[config.mk]
export PLATFORM = sky130hd
export DESIGN_NAME = seq_config_loader
export DESIGN_NICKNAME = d
export VERILOG_FILES = /design/src/rtl/seq_config_loader.sv
export SDC_FILE = /design/constraint.sdc
export NUM_CORES = 1
export LEC_CHECK = 0
export BUFFER_PORTS_ARGS = -buffer_cell sky130_fd_sc_hd__buf_4
export CORE_MARGIN = 4
export CORE_UTILIZATION = 51
export CTS_CLUSTER_SIZE = 40
export DETAILED_ROUTE_END_ITERATION = 8
export PLACE_DENSITY_LB_ADDON = 0.15
export SYNTH_ARGS = -nofsm -noshare
export SYNTH_HDL_FRONTEND = slang
export SYNTH_SLANG_ARGS = --single-unit
[constraint.sdc]
create_clock -name clk -period 2.1 [get_ports clk]
set_input_delay 0.21 -clock clk [delete_from_list [all_inputs] [get_ports clk]]
set_output_delay 0.21 -clock clk [all_outputs]
set_load 0.1 [all_outputs]
[src/rtl/seq_config_loader.sv]
// seq_config_loader: deserialises a 13-byte channel-config frame, validates it and writes the generator bank.
// Optional macro SEQ_CFG_BROADCAST_EN: ch index 0xFF writes identical data to every channel.
module seq_config_loader #(
   parameter int NUM_CHANNELS  = 8,
   parameter int DIVIDER_WIDTH = 16,
   parameter int SEQ_MAX_BITS  = 64
) (
   input  logic                     clk,
   input  logic                     rst_n,
   input  logic                     cmd_start,
   input  logic [7:0]               cmd_data,
   input  logic                     cmd_data_valid,
   output logic                     cmd_data_ready,
   output logic                     cmd_done,
   output logic                     cmd_error,
   output logic                     busy,
   output logic [2:0]               config_ch_index_out,
   output logic [DIVIDER_WIDTH-1:0] config_freq_div_out,
   output logic [SEQ_MAX_BITS-1:0]  config_seq_data_out,
   output logic [6:0]               config_seq_len_out,
   output logic                     config_enable_out,
   output logic                     config_update_strobe
);
   localparam logic [1:0] IDLE = 2'd0, RX = 2'd1, CHECK = 2'd2, APPLY = 2'd3;
   localparam logic [7:0] NCH = 8'(NUM_CHANNELS);
   localparam logic [6:0] SMAX = 7'(SEQ_MAX_BITS);
   logic [1:0] state;
   logic [3:0] cnt;
   logic [7:0] ch;
   logic en;
   logic [DIVIDER_WIDTH-1:0] div;
   logic [6:0] len;
   logic [SEQ_MAX_BITS-1:0] data;
   logic take, bad, last;
   // a byte coinciding with a restart pulse is dropped
   assign take = state == RX && cmd_data_valid && !cmd_start;
`ifdef SEQ_CFG_BROADCAST_EN
   logic bcast;
   assign bad  = (ch >= NCH && ch != 8'hFF) || len == 7'd0 || len > SMAX;
   assign last = !bcast || config_ch_index_out == 3'(NUM_CHANNELS - 1);
`else
   assign bad  = ch >= NCH || len == 7'd0 || len > SMAX;
   assign last = 1'b1;
`endif
   assign cmd_data_ready       = state == RX;
   assign cmd_error            = state == CHECK && bad;
   assign config_update_strobe = state == APPLY;
   assign cmd_done             = state == APPLY && last;
   assign busy                 = state != IDLE;
   always_ff @(posedge clk or negedge rst_n)
      if (!rst_n) begin
         state               <= IDLE;
         cnt                 <= '0;
         ch                  <= '0;
         en                  <= 1'b0;
         div                 <= '0;
         len                 <= '0;
         data                <= '0;
         config_ch_index_out <= '0;
         config_freq_div_out <= '0;
         config_seq_data_out <= '0;
         config_seq_len_out  <= '0;
         config_enable_out   <= 1'b0;
`ifdef SEQ_CFG_BROADCAST_EN
         bcast               <= 1'b0;
`endif
      end else if (cmd_start && (state == IDLE || state == RX)) begin
         state <= RX;
         cnt   <= '0;
      end else if (take) begin
         cnt <= cnt + 4'd1;
         if (cnt == 4'd12) state <= CHECK;
         if (cnt == 4'd0) ch <= cmd_data;
         if (cnt == 4'd1) en <= cmd_data[0];
         if (cnt == 4'd2) div[15:8] <= cmd_data;
         if (cnt == 4'd3) div[7:0] <= cmd_data;
         if (cnt == 4'd4) len <= cmd_data[6:0];
         if (cnt >= 4'd5) data <= {data[SEQ_MAX_BITS-9:0], cmd_data};
      end else if (state == CHECK) begin
         state <= bad ? IDLE : APPLY;
         if (!bad) begin
`ifdef SEQ_CFG_BROADCAST_EN
            config_ch_index_out <= ch == 8'hFF ? 3'd0 : ch[2:0];
            bcast               <= ch == 8'hFF;
`else
            config_ch_index_out <= ch[2:0];
`endif
            config_freq_div_out <= div;
            config_seq_data_out <= data;
            config_seq_len_out  <= len;
            config_enable_out   <= en;
         end
      end else if (state == APPLY) begin
         state <= last ? IDLE : APPLY;
         if (!last) config_ch_index_out <= config_ch_index_out + 3'd1;
      end
endmodule

==> impl_metrics.tcl, run 1 <==
set metrics [dict create \
    final_max_slew_viol_count 0 \
    path_delay_family "buffers and inverters" \
    dieHeight_um 129 \
    maxCapViolations 0 \
    clk_latency_ns 0.43 \
    fin_skew_ns 0.00798 \
    leakage_uw 0.00507 \
    setup_viol 94 \
    drive_gt1_frac 0.605 \
    crit_arrival_ns 2.81 \
    totalWireLength_um 16500 \
    wire_per_inst_um 20.5 \
    path_buf_inv 7 \
    timing.final.ws_setup_ns -0.400 \
    ys_warn_count 0 \
    numCtsBuffers 17 \
    violations "negative setup slack" \
    yosysSeqAreaShare 0.650 \
    peakVddDrop_v 0.000556 \
    syn_avg_cell_area_um2 16.3 \
    grt_pass1_vias 4663 \
    cellInternalPower_uw 6250 \
    critPathCaptureType "register" \
    swShare 0.213 \
    first_iter_violations 211 \
    clk_pin_slew_ns 0.07 \
    drc 0 \
    synth-seq-cells 193 \
    placed_cell_area_um2 8650 \
    clock-sinks 193 \
    powerDensity_nw_per_um2 789 \
    crit_required_ns 2.41 \
    grt_max_degree 73 \
    stdcell_area_um2 10100 \
    power_frac_seq 0.500 \
    synthDistinctLibCells 31 \
    ioPinCount 108 \
    yosys.area.top_type_share 0.650 \
    hold_viol_final 0 \
    syn_inst 456 \
    status "finished, violations left" \
    maxSlewHeadroom 0.602 \
    viasPerCell 5.38 \
    overflow 0 \
    track_usage 0.198 \
    port_buffers 107 \
    rows 43 \
    cts_tree "built" \
    tightest_slew_ns 0.597 \
    crit_slowest_cell "or4_4" \
    p_clk_frac 0.444 \
    diodes 0 \
    slowest_delay_ns 0.55 \
    root_buffer "clkbuf_16" \
    ant_nets 0 \
    final_nets 628 \
    dp_slack_ns -0.192 \
    hold_path_class "input pin to register" \
    drt_pass1_iterations 4 \
    synth_top_area_cell "dfrtp_1" \
    grt_antenna_before_repair 0 \
    n_fill_cell 941 \
    cts_buffer_depth 2 \
    grt_pass1_wl_um 25300 \
    synth_fp_nets 472 \
    cp_max_fo 5 \
    syn-cell-area_um2 7430 \
    cts.htree.levels 4 \
    net-switching-power_uw 1700 \
    synthTopCellsByArea "dfrtp_1 (65%), mux2_2 (18%), mux2_1 (11%)" \
    rsz0062_at_grt "yes" \
    place_congestion 0.766 \
    max_freq_mhz 400 \
    die_area_um2 16600 \
    combPwrFrac 0.056 \
    crit_chain "or4_4 > buf_6 > nor4_4 > buf_4 > buf_6 > nor4_4 > buf_4 > buf_12 > buf_12 > clkbuf_16 > mux2_4" \
    worstSetupStartpointType "register" \
    vias 4328 \
    coreArea_um2 14100 \
    syn2layout_area_growth_pct 35.6 \
    post-route-min-period_ns 2.50 \
    start_util 0.527 \
    critPathKind "register to register" \
    period_share 1.19 \
    hpwl_um 9680 \
    die_w_um 129 \
    hold_ws_ns 0.0628 \
]
[cell families after synthesis]
family	share of synthesized area
AO/OA/AOI/OAI	0.0118
buffers and inverters	0.0210
adder cells (fa/ha/maj)	0.00674
multiplexers	0.285
AND/OR/NAND/NOR	0.0258
flip-flops	0.650
[final timing paths]
kind,slack (ns),cells after the start,to,startpoint
worst max-delay path,-0.40,11,config_seq_data_out[61],len[3]
worst min-delay path,0.06,2,ch[7],cmd_data[7]
worst max register to register,-0.40,11,config_seq_data_out[61],len[3]
worst min register to register,0.49,1,config_seq_data_out[14],config_seq_data_out[14]
max in group asynchronous,1.01,3,config_seq_data_out[54],rst_n
min in group asynchronous,0.36,2,config_seq_data_out[23],rst_n
[power groups by stage]
stage               sequential [uW]  combinational [uW]  clock, uW
floorplan                      4000                 211          0
global placement               4020                 387          0
detailed placement             4030                 404          0
CTS                            3970                 437       3580
global route                   3990                 491       3730
finish                         3970                 448       3530
[layout by cell type, fill, tap and decap left out, types with 2 or more instances in the layout]
master	instances
nor4_1	2
buf_4	123
clkbuf_8	2
buf_8	3
mux2_2	105
nor4_4	2
clkinvlp_4	4
mux2_1	11
a21oi_1	2
clkinv_4	2
bufinv_16	5
clkbuf_16	19
dfrtp_1	192
and2_1	4
buf_6	9
ha_1	3
nor2_1	5
o21ai_0	4
mux2_4	71
nand2b_1	2
clkinv_2	3
buf_12	14
buf_16	6
a31oi_1	3
nand2_1	8
inv_1	2
[area by class of cell]
class,count,area [um2],share of cell area
Clock buffer,18,439,0.0436
Clock inverter,14,213,0.0211
Inverter,3,11.3,0.00112
Multi-Input combinational cell,238,2770,0.275
Sequential cell,193,4830,0.479
Tap cell,180,225,0.0223
Timing Repair Buffer,159,1590,0.158
[metrics by stage]
stage / TNS [ns] / power, uW / instances / utilization
global route: -31.19 / 8210 / 805 / 0.715
CTS: -26.42 / 7980 / 796 / 0.698
global placement: -9.89 / 4410 / 744 / 0.613
finish: -27.78 / 7950 / 805 / 0.715
detailed placement: -13.98 / 4440 / 744 / 0.613
floorplan: -4.74 / 4210 / 456 / -
[cell usage after synthesis]
cell,count
buf_2,2
clkbuf_1,11
inv_1,3
mux2_2,116
o22a_1,1
nor2b_1,1
nor3_1,1
mux2_1,71
ha_1,4
nand3b_1,1
o21bai_1,1
nor2_1,5
nand3_1,1
o31a_1,1
a21oi_1,2
dfrtp_1,193
or4_1,1
a22oi_1,1
and2_1,4
or2_2,1
nor3b_1,1
nor4_1,2
buf_4,2
nand2b_1,2
nor3_2,1
a31oi_1,4
buf_6,7
nor4_2,3
o21ai_0,4
mux2i_1,1
nand2_1,8
[metal layers]
metal	up-vias	part of all wire	GRT usage
met5	-	0	0
met4	0	0.017	0.0655
met1	2290	0.43	0.256
met2	90	0.51	0.331
met3	21	0.038	0.0469
li1	1927	-	-
[registers in the layout, indices dropped and copies added (netlist names)]
signal	flops
config_seq_data_out	64
data	64
config_freq_div_out	16
div	16
ch	8
config_seq_len_out	7
len	7
cnt	4
config_ch_index_out	3
state	2
config_enable_out	1
en	1
[timing repair]
action                                 4_1_cts  5_1_grt
hold buffers                                 1        0
buffers inserted                            12        8
cloned                                       8        3
setup endpoints to repair                   92      155
pin swaps                                    2        4
gates resized for setup                     65       45
endpoints found under the hold margin       68        0
(Power assumes the default switching activity.)
==> run 2: changes to the inputs <==
--- a/config.mk
+++ b/config.mk
@@ -6,8 +6,10 @@
 export NUM_CORES = 1
 export LEC_CHECK = 0
 export BUFFER_PORTS_ARGS = -buffer_cell sky130_fd_sc_hd__buf_4
+export CELL_PAD_IN_SITES_DETAIL_PLACEMENT = 1
+export CELL_PAD_IN_SITES_GLOBAL_PLACEMENT = 1
 export CORE_MARGIN = 4
-export CORE_UTILIZATION = 51
+export CORE_UTILIZATION = 43
 export CTS_CLUSTER_SIZE = 40
 export DETAILED_ROUTE_END_ITERATION = 8
 export PLACE_DENSITY_LB_ADDON = 0.15
==> run 2 against run 1 <==
  * The flow still finishes with violations (negative setup slack)
  * Via count is 0.28% higher
  * Non-clock buffer count rose by 1
  * Clock skew rose by 0.0027 ns
  * Die area increased by 17%
  * Critical endpoint is now config_seq_data_out[27]
==> impl_metrics.tcl, run 2 (synthesis results as in run 1) <==
set metrics [dict create \
    status "finished, violations left" \
    violations "negative setup slack" \
    regToRegStartpoint "len[2]" \
    start_util 0.443 \
    power.total_uw 7860 \
    path_delay_family "buffers and inverters" \
    hold_ws_ns 0.0597 \
    critPathKind "register to register" \
    drt_pass1_iterations 4 \
    vias 4340 \
    hpwl_um 11200 \
    path_buf_inv 7 \
    totalWireLength_um 18600 \
    die_area_um2 19400 \
    grt_pass1_wl_um 28500 \
    die_w_um 139 \
    overflow 0 \
    cts_tree "built" \
    fin_skew_ns 0.0107 \
    clk_latency_ns 0.43 \
    wire_per_inst_um 22.0 \
    worstSetupStartpointType "register" \
    holdPathStages 2 \
    wl_met3_um 700 \
    maxSlewHeadroom 0.667 \
    crit_arrival_ns 2.77 \
    leakage_uw 0.00507 \
    post-route-min-period_ns 2.46 \
    hold_path_class "input pin to register" \
    viasPerCell 5.13 \
    ant_nets 0 \
    crit_required_ns 2.40 \
    drc 0 \
    hold_viol_final 0 \
    reg2reg_slack_ns -0.36 \
    cts.htree.levels 4 \
    final_max_slew_viol_count 0 \
    slowest_delay_ns 0.55 \
    crit_top_cell "buf_12" \
    syn2layout_area_growth_pct 37.1 \
    dieHeight_um 139 \
    coreArea_um2 16800 \
    placed_cells 784 \
    track_usage 0.187 \
    cts_buffer_depth 2 \
    worstHoldStart "cmd_data[7]" \
    clk_pin_slew_ns 0.07 \
    stdcell_count 846 \
    rr_worst_depth 11 \
    dp_slack_ns -0.178 \
    tightest_slew_ns 0.496 \
    maxCapViolations 0 \
    grt_max_degree 57 \
    place_congestion 0.733 \
    top_layer_used "met4" \
    hold_end "div[7]" \
    diodes 0 \
    wl_met2_um 9940 \
    setup_viol 94 \
    crit_slowest_cell "or4_4" \
    final_common_cell "dfrtp_1" \
    first_iter_violations 153 \
    numCtsBuffers 17 \
    root_buffer "clkbuf_16" \
    rows 47 \
    critPathCaptureType "register" \
    timing.final.ws_setup_ns -0.362 \
    rsz0062_at_grt "yes" \
    crit_chain "or4_4 > buf_6 > nor4_4 > buf_4 > buf_4 > nor4_4 > buf_12 > buf_12 > buf_12 > buf_16 > mux2_4" \
    clock-sinks 193 \
    final_cell_mix "dfrtp_1 (192), buf_4 (127), mux2_2 (97)" \
    largest_registers "config_seq_data_out: 64 flops, data: 64 flops" \
    post-route-util 0.608 \
    peakVddDrop_v 0.000613 \
    grt_pass1_vias 4986 \
    wl_met1_um 7740 \
    rr_endpoint "config_seq_data_out[27]" \
    max_freq_mhz 406 \
    grt_antenna_before_repair 0 \
    cp_max_fo 7 \
    ioPinCount 108 \
    powerDensity_nw_per_um2 772 \
    period_share 1.17 \
    drive_gt1_frac 0.617 \
    port_buffers 107 \
    final_nets 629 \
]
[run 2: repair_timing]
action,CTS,global route
pin swaps,2,5
buffers inserted,16,7
gates resized for setup,56,67
hold buffers,1,0
endpoints found under the setup margin,89,166
endpoints found under the hold margin,51,0
gates cloned,6,4
[run 2: area by class of cell]
cell class	instances	area (um2)
sequential	193	4830
timing repair buffer	160	1610
clock inverter	7	120
tap	220	275
clock buffer	25	505
inverter	3	11.3
fill	1535	6570
multi-input combinational	238	2830
[run 2: worst max-delay path by stage]
stage / startpoint / endpoint / slack (ns) / depth (start not counted)
after floorplan: len[1] / config_seq_data_out[10] / -0.07 / 6
after global placement: len[1] / config_freq_div_out[15] / -0.14 / 6
after detailed placement: len[1] / config_seq_data_out[19] / -0.18 / 6
after CTS: len[1] / cmd_error / -0.36 / 7
after global routing: len[2] / config_seq_data_out[27] / -0.43 / 11
final: len[2] / config_seq_data_out[27] / -0.36 / 11
[run 2: where the power goes]
part	total, uW	internal [uW]	switching, uW
Combinational	457	237	221
Clock	3420	2040	1370
Sequential	3990	3870	112
Total	7860	6150	1710
[run 2: per-stage QoR]
stage          cell area [um2]  setup TNS [ns]
5_1_grt                  10200          -29.37
4_1_cts                   9880          -27.40
2_1_floorplan             7460           -4.74
3_3_place_gp              8680          -10.64
6_report                 10200          -23.44
3_5_place_dp              8680          -12.22
[run 2: per-layer routing]
| layer | GRT usage | vias up |
|---|---|---|
| met3 | 0.0401 | 20 |
| met2 | 0.330 | 82 |
| met4 | 0.0541 | 0 |
| met5 | 0 | - |
| met1 | 0.233 | 2298 |
| li1 | - | 1940 |
==> run 3: changes to the inputs <==
--- a/config.mk
+++ b/config.mk
@@ -8,11 +8,11 @@
 export BUFFER_PORTS_ARGS = -buffer_cell sky130_fd_sc_hd__buf_4
 export CELL_PAD_IN_SITES_DETAIL_PLACEMENT = 1
 export CELL_PAD_IN_SITES_GLOBAL_PLACEMENT = 1
-export CORE_MARGIN = 4
+export CORE_MARGIN = 2
 export CORE_UTILIZATION = 43
 export CTS_CLUSTER_SIZE = 40
 export DETAILED_ROUTE_END_ITERATION = 8
-export PLACE_DENSITY_LB_ADDON = 0.15
+export PLACE_DENSITY = 0.75
 export SYNTH_ARGS = -nofsm -noshare
 export SYNTH_HDL_FRONTEND = slang
 export SYNTH_SLANG_ARGS = --single-unit
==> run 3 against run 2 <==
  * The run still ends with negative setup slack left
  * Via count is 0.69% higher
  * Combinational power hardly changed
  * Register-to-register slack hardly changed
  * Global-route usage is 1.4 points higher
==> impl_metrics.tcl, run 3 (synthesis results as in run 1) <==
set metrics [dict create \
    status "finished, violations left" \
    violations "negative setup slack" \
    dieHeight_um 135 \
    max_freq_mhz 402 \
    grt_pass1_wl_um 27700 \
    wire_per_inst_um 21.7 \
    grt_antenna_before_repair 0 \
    rows 48 \
    hold_viol_final 0 \
    vias 4370 \
    grt_max_degree 62 \
    cts.htree.levels 4 \
    tns_ns -27.78 \
    cellInternalPower_uw 5890 \
    maxCapViolations 0 \
    hold_ws_ns 0.0471 \
    leakage_uw 0.00502 \
    diodes 0 \
    net-switching-power_uw 1640 \
    post-route-min-period_ns 2.49 \
    stdcell_area_um2 10100 \
    ioPinCount 108 \
    viasPerCell 5.17 \
    largest_registers "config_seq_data_out: 64 flops, data: 64 flops" \
    track_usage 0.201 \
    power.total_uw 7530 \
    timing.final.ws_setup_ns -0.387 \
    final_max_slew_viol_count 0 \
    tightest_slew_ns 0.517 \
    combPwrFrac 0.061 \
    overflow 0 \
    numCtsBuffers 17 \
    critPathKind "register to output pin" \
    p_clk_frac 0.410 \
    reg2reg_slack_ns -0.35 \
    totalWireLength_um 18400 \
    start_util 0.434 \
    grt_pass1_vias 4817 \
    crit_arrival_ns 2.28 \
    power_frac_seq 0.529 \
    die_area_um2 18300 \
    coreArea_um2 17100 \
    maxSlewHeadroom 0.655 \
    crit_required_ns 1.89 \
    powerDensity_nw_per_um2 748 \
    critPathCaptureType "output pin" \
    drt_pass1_iterations 4 \
    clock-sinks 193 \
    clk_latency_ns 0.43 \
    hold_path_class "input pin to register" \
    clk_pin_slew_ns 0.07 \
    placed_cell_area_um2 8780 \
    period_share 1.18 \
    worstSetupStartpointType "register" \
    setup_viol 94 \
    final_nets 627 \
    drive_gt1_frac 0.616 \
    place_congestion 0.800 \
    ant_nets 0 \
    final_cell_mix "dfrtp_1 (191), buf_4 (127), mux2_2 (105)" \
    first_iter_violations 200 \
    final_common_cell "dfrtp_1" \
    hpwl_um 11200 \
    drc 0 \
    die_w_um 135 \
    root_buffer "clkbuf_16" \
    swShare 0.218 \
    cp_max_fo 2 \
    port_buffers 107 \
    rsz0062_at_grt "yes" \
    fin_skew_ns 0.00931 \
    cts_buffer_depth 2 \
    cts_tree "built" \
    syn2layout_area_growth_pct 35.5 \
    peakVddDrop_v 0.000659 \
]
==> run 3: changes by cell type in the layout (fill, tap and decap cells not counted), sizes merged <==
| cell | before | now |
|---|---|---|
| buf | 154 | 148 |
| clkinv | 1 | 4 |
| inv | 5 | 3 |
| bufinv | 3 | 2 |
==> run 3: path summary, 6_finish.rpt <==
path                        startpoint                       to  cells past startpoint
min reg2reg                     div[1]   config_freq_div_out[1]                      1
max                             len[2]                cmd_error                      5
min                        cmd_data[7]                  div[15]                      2
max in group asynchronous        rst_n                  data[5]                      3
max reg2reg                     len[2]  config_seq_data_out[43]                     10
min in group asynchronous        rst_n  config_seq_data_out[57]                      2
==> run 3: routing by layer <==
metal	vias to the layer above	track usage	part of all wire
li1	1921	-	-
met1	2329	0.250	0.42
met2	99	0.346	0.52
met3	21	0.0531	0.044
met4	0	0.0573	0.019
met5	-	0	0
==> run 3: layout make-up <==
type / count / area [um2]
fillers: 1577 / 7050
flip-flops and latches: 193 / 4830
multi-input cells: 238 / 2810
repair buffers: 158 / 1590
clock buffers: 21 / 460
well taps: 225 / 282
clock inverters: 7 / 87.6
inverters: 3 / 11.3
==> run 3: per-stage QoR <==
step	worst slack [ns]	instances	utilization
floorplan	-0.0702	456	-
CTS	-0.322	834	0.568
global route	-0.447	845	0.588
finish	-0.387	845	0.588
global placement	-0.155	795	0.513
detailed placement	-0.220	795	0.513
==> run 3: worst max-delay path: stages (launching register included) <==
cell and delay (ns):
dfrtp_1 0.41, or4_4 0.57, o31a_1 0.32, nor2_1 0.22, a31oi_4 0.13, buf_12 0.19
==> run 3: repair_timing <==
| action | in CTS | in global routing |
|---|---|---|
| cloned | 3 | 8 |
| hold endpoints to repair | 58 | 0 |
| hold buffers | 1 | 0 |
| setup endpoints to repair | 96 | 157 |
| pin swaps | 3 | 0 |
| resized for setup | 69 | 35 |
| setup buffers | 8 | 4 |
==> run 3: power by group through the flow <==
stage | Combinational [uW] | Sequential, uW | Clock (uW)
final | 457 | 3990 | 3090
after global routing | 498 | 4010 | 3310
after CTS | 457 | 3980 | 3160
after detailed placement | 419 | 4040 | 0
after global placement | 395 | 4030 | 0
after floorplan | 211 | 4000 | 0
